`config.mk`:
```
export PLATFORM = sky130hd
export DESIGN_NAME = ldwt_stream
export DESIGN_NICKNAME = d
export VERILOG_FILES = /design/src/rtl/ldwt_stream.sv
export SDC_FILE = /design/constraint.sdc
export NUM_CORES = 1
export LEC_CHECK = 0
export BUFFER_PORTS_ARGS = -buffer_cell sky130_fd_sc_hd__buf_2
export CAP_MARGIN = 20
export CORE_UTILIZATION = 58
export DETAILED_ROUTE_END_ITERATION = 6
export PLACE_DENSITY_LB_ADDON = 0.2
export SLEW_MARGIN = 20
export SYNTH_ARGS = -nofsm -noshare
export SYNTH_HDL_FRONTEND = slang
export SYNTH_SLANG_ARGS = --single-unit
export TNS_END_PERCENT = 5
```
`constraint.sdc`:
```
create_clock -name clk -period 7.1 [get_ports clk]
set_input_delay 1.065 -clock clk [delete_from_list [all_inputs] [get_ports clk]]
set_output_delay 1.065 -clock clk [all_outputs]
set_load 0.01 [all_outputs]
```
`src/rtl/ldwt_stream.sv`:
```
`default_nettype none
// ============================================================================
//  Module   : ldwt_stream
//  Purpose  : Multi-channel streaming lifting DWT stage (lifting or Haar).
//             Per-channel even/odd pairing feeds a stallable pipeline that
//             emits one approximation/detail pair per completed pair.
//  Revision : 1.0  initial release
// ============================================================================
module ldwt_stream #(
    parameter int DATA_W   = 16,
    parameter int CHANNELS = 4,
    parameter int CH_W     = (CHANNELS > 1) ? $clog2(CHANNELS) : 1,
    parameter int FRAC     = 15,
    parameter int P_COEF   = 16384,
    parameter int U_COEF   = 8192,
    parameter int K_COEF   = 23170
) (
    input  logic              clk,
    input  logic              reset_n,
    input  logic              mode,
    input  logic              in_valid,
    output logic              in_ready,
    input  logic [DATA_W-1:0] in_data,
    input  logic [CH_W-1:0]   in_ch,
    output logic              out_valid,
    input  logic              out_ready,
    output logic [DATA_W-1:0] out_a,
    output logic [DATA_W-1:0] out_d,
    output logic [CH_W-1:0]   out_ch
);

    // Intermediate width (d1/a1/sums) and full product width
    localparam int IW    = DATA_W + 2;
    localparam int PW    = IW + FRAC + 1;
    localparam int IDX_W = (CHANNELS > 1) ? $clog2(CHANNELS) : 1;

    localparam logic signed [PW-1:0] c_P    = PW'(P_COEF);
    localparam logic signed [PW-1:0] c_U    = PW'(U_COEF);
    localparam logic signed [PW-1:0] c_K    = PW'(K_COEF);
    localparam logic signed [PW-1:0] c_SMAX = PW'((2 ** (DATA_W - 1)) - 1);
    localparam logic signed [PW-1:0] c_SMIN = PW'(-(2 ** (DATA_W - 1)));

    // (v * coef) >>> FRAC, truncated back to intermediate width
    function automatic logic signed [IW-1:0] lift(input logic signed [IW-1:0] v,
                                                  input logic signed [PW-1:0] coef);
        logic signed [PW-1:0] prod;
        prod = (PW'(v) * coef) >>> FRAC;
        return prod[IW-1:0];
    endfunction

    // (v * K) >>> FRAC, clamped to the output range
    function automatic logic [DATA_W-1:0] scale_sat(input logic signed [IW-1:0] v);
        logic signed [PW-1:0] sh;
        sh = (PW'(v) * c_K) >>> FRAC;
        if (sh > c_SMAX)      sh = c_SMAX;
        else if (sh < c_SMIN) sh = c_SMIN;
        return sh[DATA_W-1:0];
    endfunction

    // Per-channel lifting state; phase 1 means an odd sample is expected next
    logic              r_phase [CHANNELS];
    logic              r_have  [CHANNELS];
    logic [DATA_W-1:0] r_even  [CHANNELS];
    logic [DATA_W-1:0] r_odd   [CHANNELS];
    logic [IW-1:0]     r_d1p   [CHANNELS];
    logic              r_mode_q;

    // Pipeline: r0 = issued operands, r1 = a1, r2 = scaled d
    logic                 r0_v, r1_v, r2_v;
    logic                 r0_haar;
    logic [CH_W-1:0]      r0_ch, r1_ch, r2_ch;
    logic signed [IW-1:0] r0_e, r0_d, r0_dp;
    logic signed [IW-1:0] r1_a1, r1_d, r2_a1;
    logic [DATA_W-1:0]    r2_d;

    logic                 w_clear, w_inrange, w_acc, w_issue;
    logic [IDX_W-1:0]     w_idx;
    logic                 w_phase, w_have;
    logic [DATA_W-1:0]    w_even, w_odd;
    logic signed [IW-1:0] w_d1p, w_x, w_e, w_o, w_d1;
    logic signed [IW-1:0] w_op_e, w_op_d, w_op_dp;

    assign in_ready  = out_ready || !out_valid;
    assign w_clear   = (mode != r_mode_q);
    assign w_inrange = ({{(32 - CH_W){1'b0}}, in_ch} < 32'(CHANNELS));
    assign w_idx     = IDX_W'(in_ch);
    assign w_acc     = in_valid && in_ready && w_inrange;

    // A mode change makes the accepted sample see freshly cleared state
    assign w_phase = w_clear ? 1'b0 : r_phase[w_idx];
    assign w_have  = w_clear ? 1'b0 : r_have[w_idx];
    assign w_d1p   = w_clear ? '0   : r_d1p[w_idx];
    assign w_even  = r_even[w_idx];
    assign w_odd   = r_odd[w_idx];

    assign w_x  = {{2{in_data[DATA_W-1]}}, in_data};
    assign w_e  = {{2{w_even[DATA_W-1]}}, w_even};
    assign w_o  = {{2{w_odd[DATA_W-1]}}, w_odd};
    assign w_d1 = w_o - lift(w_e + w_x, c_P);

    // Select the operands that enter the pipeline for this sample
    always_comb begin
        w_issue = w_acc && !w_phase && w_have;
        w_op_e  = w_e;
        w_op_d  = w_d1;
        w_op_dp = w_d1p;
        if (mode) begin
            w_issue = w_acc && w_phase;
            w_op_e  = w_e + w_x;
            w_op_d  = w_x - w_e;
            w_op_dp = '0;
        end
    end

    // Per-channel pairing state and the registered mode
    always_ff @(posedge clk) begin
        if (!reset_n) begin
            r_mode_q <= mode;
            for (int i = 0; i < CHANNELS; i++) begin
                r_phase[i] <= 1'b0;
                r_have[i]  <= 1'b0;
                r_d1p[i]   <= '0;
            end
        end else begin
            r_mode_q <= mode;
            if (w_clear) begin
                for (int i = 0; i < CHANNELS; i++) begin
                    r_phase[i] <= 1'b0;
                    r_have[i]  <= 1'b0;
                    r_d1p[i]   <= '0;
                end
            end
            if (w_acc) begin
                if (!w_phase) begin
                    r_even[w_idx]  <= in_data;
                    r_phase[w_idx] <= 1'b1;
                    r_have[w_idx]  <= 1'b0;
                    if (w_issue && !mode) r_d1p[w_idx] <= w_d1;
                end else begin
                    r_odd[w_idx]   <= in_data;
                    r_phase[w_idx] <= 1'b0;
                    r_have[w_idx]  <= !mode;
                end
            end
        end
    end

    // Stallable coefficient pipeline; everything holds while in_ready is low
    always_ff @(posedge clk) begin
        if (!reset_n) begin
            r0_v      <= 1'b0;
            r1_v      <= 1'b0;
            r2_v      <= 1'b0;
            out_valid <= 1'b0;
            out_a     <= '0;
            out_d     <= '0;
            out_ch    <= '0;
        end else if (in_ready) begin
            r0_v    <= w_issue;
            r0_haar <= mode;
            r0_ch   <= in_ch;
            r0_e    <= w_op_e;
            r0_d    <= w_op_d;
            r0_dp   <= w_op_dp;

            r1_v  <= r0_v;
            r1_ch <= r0_ch;
            r1_d  <= r0_d;
            r1_a1 <= r0_haar ? r0_e : r0_e + lift(r0_d + r0_dp, c_U);

            r2_v  <= r1_v;
            r2_ch <= r1_ch;
            r2_a1 <= r1_a1;
            r2_d  <= scale_sat(r1_d);

            out_valid <= r2_v;
            if (r2_v) begin
                out_a  <= scale_sat(r2_a1);
                out_d  <= r2_d;
                out_ch <= r2_ch;
            end
        end
    end

endmodule
`default_nettype wire

```
# --- Word level (Yosys, flattened, before mapping) ---
# Memory sizes are Yosys's and may differ from the RTL's. A register that Yosys moved wholly into a read port is not among the register bits.
# Cells that the tools add are included.
totals:
  romBits: 0
  latchBits: 0
  reg_bits: 152
  output_inout_bits: 36
  mem_count: 5
  ramBits: 208
memory_table:
  columns: ["memory", "depth", "word_bits", "rd", "rd_clocked_by_memory_dff", "wr", "line", "text"]
  rows:
  - ["r_d1p", 4, 18, 1, 1, 4, "65", "logic [IW-1:0] r_d1p [CHANNELS];"]
  - ["r_even", 4, 16, 1, 0, 1, "63", "logic [DATA_W-1:0] r_even [CHANNELS];"]
  - ["r_odd", 4, 16, 1, 0, 1, "64", "logic [DATA_W-1:0] r_odd [CHANNELS];"]
  - ["r_have", 4, 1, 1, 0, 5, "62", "logic r_have [CHANNELS];"]
  - ["r_phase", 4, 1, 1, 0, 5, "61", "logic r_phase [CHANNELS];"]
op_classes:
  n_eq_ne: 1
  magnitude_cmp: 4
  n_bitwise: 14
  n_reduce_logical: 13
  mul: 2
  n_shift: 0
  addsub: 5
  n_div: 0
  mux: 43
op_table:
  columns: ["cell", "n"]
  rows:
  - ["18-bit two-way mux", 8]
  - ["18-bit by 15-bit multiplier with 33-bit output (second input constant)", 2]
  - ["16-bit two-way mux", 3]
  - ["19-bit by 16-bit > comparator with 1-bit output (second input constant)", 2]
  - ["19-bit by 16-bit less-than comparator with 1-bit output (second input constant)", 2]
  - ["16-bit by 16-bit subtractor with 17-bit output", 2]
  - ["1-bit two-way mux", 31]
  - ["18-bit by 16-bit adder with 18-bit output", 1]
  - ["18-bit adder", 1]
  - ["18-bit OR reduction", 1]
  - ["16-bit by 16-bit adder with 17-bit output", 1]
  - ["1-bit OR", 14]
  - ["1-bit logical AND", 5]
  - ["2-bit AND reduction", 2]
  - ["1-bit logical NOT", 3]
  - ["2-bit two-way mux", 1]
  - ["2-bit OR reduction", 1]
  - ["1-bit logical OR", 1]
  - ["1-bit inequality test", 1]

# --- Depth between registers and ports, before layout ---
logic_depth:
  word_depth: 14
  mapped_depth: 22
  depth_no_buf: 20

# --- Worst setup path after synthesis ---
# OpenSTA, ideal clock, no wires.
synth_path:
  kind: "input to register"
  startpoint: "input out_ready"
  endpoint: "memory r_d1p[3][0] (netlist bit), enable pin"
  setup_slack_ns: -0.076
  path_stages: 8
  arrival_time_ns: 6.803
  path_cell_list: "nor2b_1 inv_2 and2_1 nand4_1 nor2b_1 nand2_1 clkbuf_1 nand2_1"
synth_rtl:
  columns: ["item", "line", "text"]
  rows:
  - ["start, declared", "26", "input logic out_ready,"]
  - ["end, declared", "65", null]

# --- Final worst setup path ---
layout_path:
  startpoint: "register r1_d[6]"
  endpoint: "register r2_d[6] (data pin)"
layout_between:
  elab_chain_cells: 3
  elab_cells_between_ends: 4
layout_lines:
  columns: ["item", "line", "text"]
  rows:
  - ["start, declared", "73", "logic signed [IW-1:0] r1_a1, r1_d, r2_a1;"]
  - ["start signal, assigned", "168", "r1_d <= r0_d;"]
  - ["18-bit by 15-bit multiplier with 33-bit output (*)", "54", "sh = (PW'(v) * c_K) >>> FRAC;"]
  - ["19-bit by 16-bit less-than comparator with 1-bit output", "56", "else if (sh < c_SMIN) sh = c_SMIN;"]
  - ["16-bit two-way mux", "56", null]
  - ["end signal, assigned", "174", "r2_d <= scale_sat(r1_d);"]
  - ["end, declared", "74", "logic [DATA_W-1:0] r2_d;"]
# Mark *: on every way between the ends. The rest lies on a longest branch, timed or not.
# A chain may end at the register's enable or synchronous reset.

==> impl_table.tex <==
\begin{tabular}{lr}
\hline
Metric & Value \\
\hline
\multicolumn{2}{l}{\textbf{Outcome}} \\
Status & completed \\
\multicolumn{2}{l}{\textbf{Worst setup path}} \\
Origin of the critical flop-to-flop path & r1\_d[6] \\
Category of the critical setup timing path & reg -> reg \\
Startpoint kind of the worst setup timing path & flip-flop \\
R2R depth & 19 \\
Worst flop-to-flop path endpoint & r2\_d[6] \\
Worst setup slack for register-to-register paths & 0.84 ns \\
Maximum fanout along the worst path & 15 \\
Endpoint required time on the critical path & 7.41 ns \\
Endpoint class of the critical path & flip-flop \\
Data arrival, critical path & 6.56 ns \\
\multicolumn{2}{l}{\textbf{Clocking}} \\
Clock insertion delay at the later pin of the skew report & 0.58 ns \\
CTS clock-pin slew for the worst setup and hold paths & 0.06 ns \\
Root buf cell & clkbuf\_16 \\
Total clock buffers created by CTS & 38 \\
TritonCTS clock tree & yes \\
Clock buffer depth & 3 \\
Number of H-tree levels & 2 \\
Count of hold-fix buffers inserted at cts & 0 \\
Clock net sink count & 370 \\
Post-CTS setup repair buffer count & 0 \\
CTS-repair resized insts & 0 \\
\multicolumn{2}{l}{\textbf{Yosys}} \\
Share of flip-flops with an asynchronous set or reset & 0 \\
Yosys reg bits & 370 \\
Syn\_area\_per\_cell & 12.1 um2 \\
Post-synthesis instance area & 24700 um2 \\
Count of mapped cells out of synthesis & 2039 \\
Number of enable flip-flop cells after synthesis & 325 \\
Total of warnings raised by yosys & 0 \\
Primary flip-flop cell chosen by synthesis mapping & edfxtp\_1 \\
Sequential share of the synthesized area & 0.432 \\
Number of distinct standard cells referenced by the synthesized netlist & 72 \\
Net Count, Synth & 2530 \\
\multicolumn{2}{l}{\textbf{Timing}} \\
Actual slew at the worst max-slew pin & 0.984 ns \\
Accumulated negative setup slack & 0 ns \\
Final setup violation count & 0 \\
Ratio of final minimum period to clock period & 0.881 \\
Post-route worst setup slack & 0.842 ns \\
Final max-slew violation count & 0 \\
FMAX & 160 MHz \\
Clock period minus worst slack & 6.26 ns \\
Max-slew headroom at the worst pin & 0.344 \\
Hold violation total from the final report & 0 \\
RSZ-0062 raised after global routing & no \\
Largest clock skew in the final design & 0.0256 ns \\
\multicolumn{2}{l}{\textbf{Cells and area}} \\
Number of antenna diodes & 0 \\
Number of filler cells placed in the layout & 3175 \\
Number of cells in the finished layout apart from fillers & 2671 \\
Highest-count cells in the layout ignoring fill and taps & 334 x ha\_1, 325 x edfxtp\_1, 256 x inv\_1, 139 x nand2\_1, 134 x fa\_1 \\
Relative area change from synthesis to final layout & 8.62\% \\
Final core area utilization & 0.639 \\
Most common cell after layout, fill and taps aside & ha\_1 \\
Layout Nets & 2596 \\
Share of cells above drive strength 1 & 0.0971 \\
\multicolumn{2}{l}{\textbf{Min path}} \\
Endpoint with the worst hold slack & r1\_ch[0] \\
Tightest Hold Check Type & reg -> reg \\
Hold depth & 0 \\
Startpoint of the most critical hold path & r0\_ch[0] \\
\multicolumn{2}{l}{\textbf{GRT}} \\
Congestion Overflow GR & 0 \\
Wire length of the first global-routing pass & 79.1 mm \\
Global Route Usage Sum & 0.230 \\
Vias in the first global route & 15668 \\
Maximum number of pins on one net before global-route repair & 77 \\
Antenna violations before repair & 1 \\
\multicolumn{2}{l}{\textbf{Floorplan}} \\
Die Span Y & 208 um \\
Core area & 41900 um2 \\
Die Area & 43400 um2 \\
Die X-Extent & 208 um \\
Top-level port count & 59 \\
Initial standard-cell utilization of the core & 0.588 \\
Count of standard-cell rows & 75 \\
\multicolumn{2}{l}{\textbf{Drt}} \\
Iteration-0 DRC Markers & 1007 \\
Remaining antenna violation count & 0 \\
DRC violations left & 0 \\
Vias per std cell & 5.66 \\
Aggregate routed wire length & 47.6 mm \\
Vias after detailed routing & 15128 \\
Final routed wire length divided by cell count & 17.8 um \\
Detailed-routing iteration count for the pre-antenna-repair pass & 6 \\
\multicolumn{2}{l}{\textbf{Placed design}} \\
Number of buffers added on ports & 58 \\
Placed insts & 2604 \\
Placement-stage worst setup slack & 0.605 ns \\
Final RePlAce weighted congestion & 0.868 \\
Detailed-placement wirelength estimate & 36.4 mm \\
\multicolumn{2}{l}{\textbf{Run}} \\
Number of max-cap violations & 0 \\
\hline
\end{tabular}
worst max-delay path: stages (launching register included):
cell and delay (ns):
edfxtp_1 0.50, ha_1 0.37, fa_1 0.51, inv_1 0.05, fa_1 0.47, inv_1 0.06, fa_1 0.50, fa_1 0.49
ha_1 0.31, ha_1 0.35, a41oi_1 0.24, o21ai_0 0.13, a21o_1 0.21, a41o_1 0.30, a211oi_2 0.27, nor2_1 0.14
a311oi_2 0.38, o2111ai_1 0.16, or3b_1 0.40, o21ai_0 0.15
logic make-up (layout without fill, tap and decap cells):
| kind of cell | Yosys count | after routing | share of synthesized area |
|---|---|---|---|
| buffers and inverters | 307 | 400 | 0.0472 |
| muxes | 58 | 58 | 0.0495 |
| adders and majority gates | 469 | 469 | 0.278 |
| xor gates and xnor gates | 89 | 89 | 0.0316 |
| AOI/OAI and AO/OA | 313 | 313 | 0.0805 |
| DFF | 370 | 370 | 0.432 |
| and+or+nand+nor | 433 | 433 | 0.0809 |
registers in the layout, summed over array words and instances (netlist names):
signal and flops:
r0_v 1, r1_v 1, r0_e 17, r_odd 64, r1_a1 18, r_phase 4
r_mode_q 1, r_even 64, r1_d 17, r0_d 17, r0_ch 2, r0_dp 17
r_d1p 68, r2_ch 2, r1_ch 2, out_a 16, r_have 4, out_d 16
out_valid 1, out_ch 2, r2_v 1, r2_d 16, r2_a1 18, r0_haar 1
cells in the mapped netlist (all sizes together) (5+ instances only):
library cell,instances,share of area
buf,10,0.0019
edfxtp,325,0.40
and2,27,0.0069
clkbuf,40,0.0062
and3,12,0.0030
a21oi,79,0.016
o21a,11,0.0037
nand3,28,0.0057
fa,134,0.11
or3,15,0.0038
a21o,15,0.0046
nand4,5,0.0013
nor3,24,0.0049
mux2i,5,0.0020
nand2b,16,0.0041
inv,257,0.039
xor2,31,0.011
a31o,7,0.0025
mux4,51,0.047
ha,334,0.17
nor3b,5,0.0015
xnor2,58,0.021
nor2,129,0.020
nand2,139,0.021
a21boi,26,0.0079
nor2b,20,0.0051
o21ai,101,0.020
a211oi,10,0.0032
o21bai,15,0.0046
dfxtp,45,0.037
o31ai,6,0.0018
worst max-delay path by stage:
stage / startpoint / end / depth (start not counted)
after global routing: r1_d[6] / r2_d[2] / 19
after detailed placement: in_ch[0] / r0_d[14] / 20
after CTS: r1_d[6] / r2_d[4] / 19
final: r1_d[6] / r2_d[6] / 19
after floorplan: in_ch[0] / r0_d[14] / 21
after global placement: in_ch[0] / r0_d[14] / 20
layer usage:
| metal | vias to the layer above | share of wire | track usage |
|---|---|---|---|
| met3 | 86 | 0.049 | 0.0353 |
| met4 | 0 | 0.030 | 0.0789 |
| met1 | 7353 | 0.44 | 0.301 |
| met2 | 367 | 0.48 | 0.393 |
| li1 | 7322 | - | - |
| met5 | - | 0 | 0 |
stage by stage:
step	instance area (um2)	hold WS, ns
floorplan	24700	0.400
global placement	25600	0.401
detailed placement	25600	0.405
CTS	26800	0.386
global route	26800	0.416
finish	26800	0.402
cell type report:
class                      instances  area, um2  share of cell area
inverter                         257        965              0.0360
tap                              539        674              0.0252
clock inverter                    24        245             0.00915
timing repair buffer              76        428              0.0160
clock buffer                      43        970              0.0362
sequential                       370      10700               0.398
multi-input combinational       1362      12900               0.480
Power is left out: the tool's default activity adds up to more than one toggle a clock period on the data nets, which glitch-free logic cannot reach.
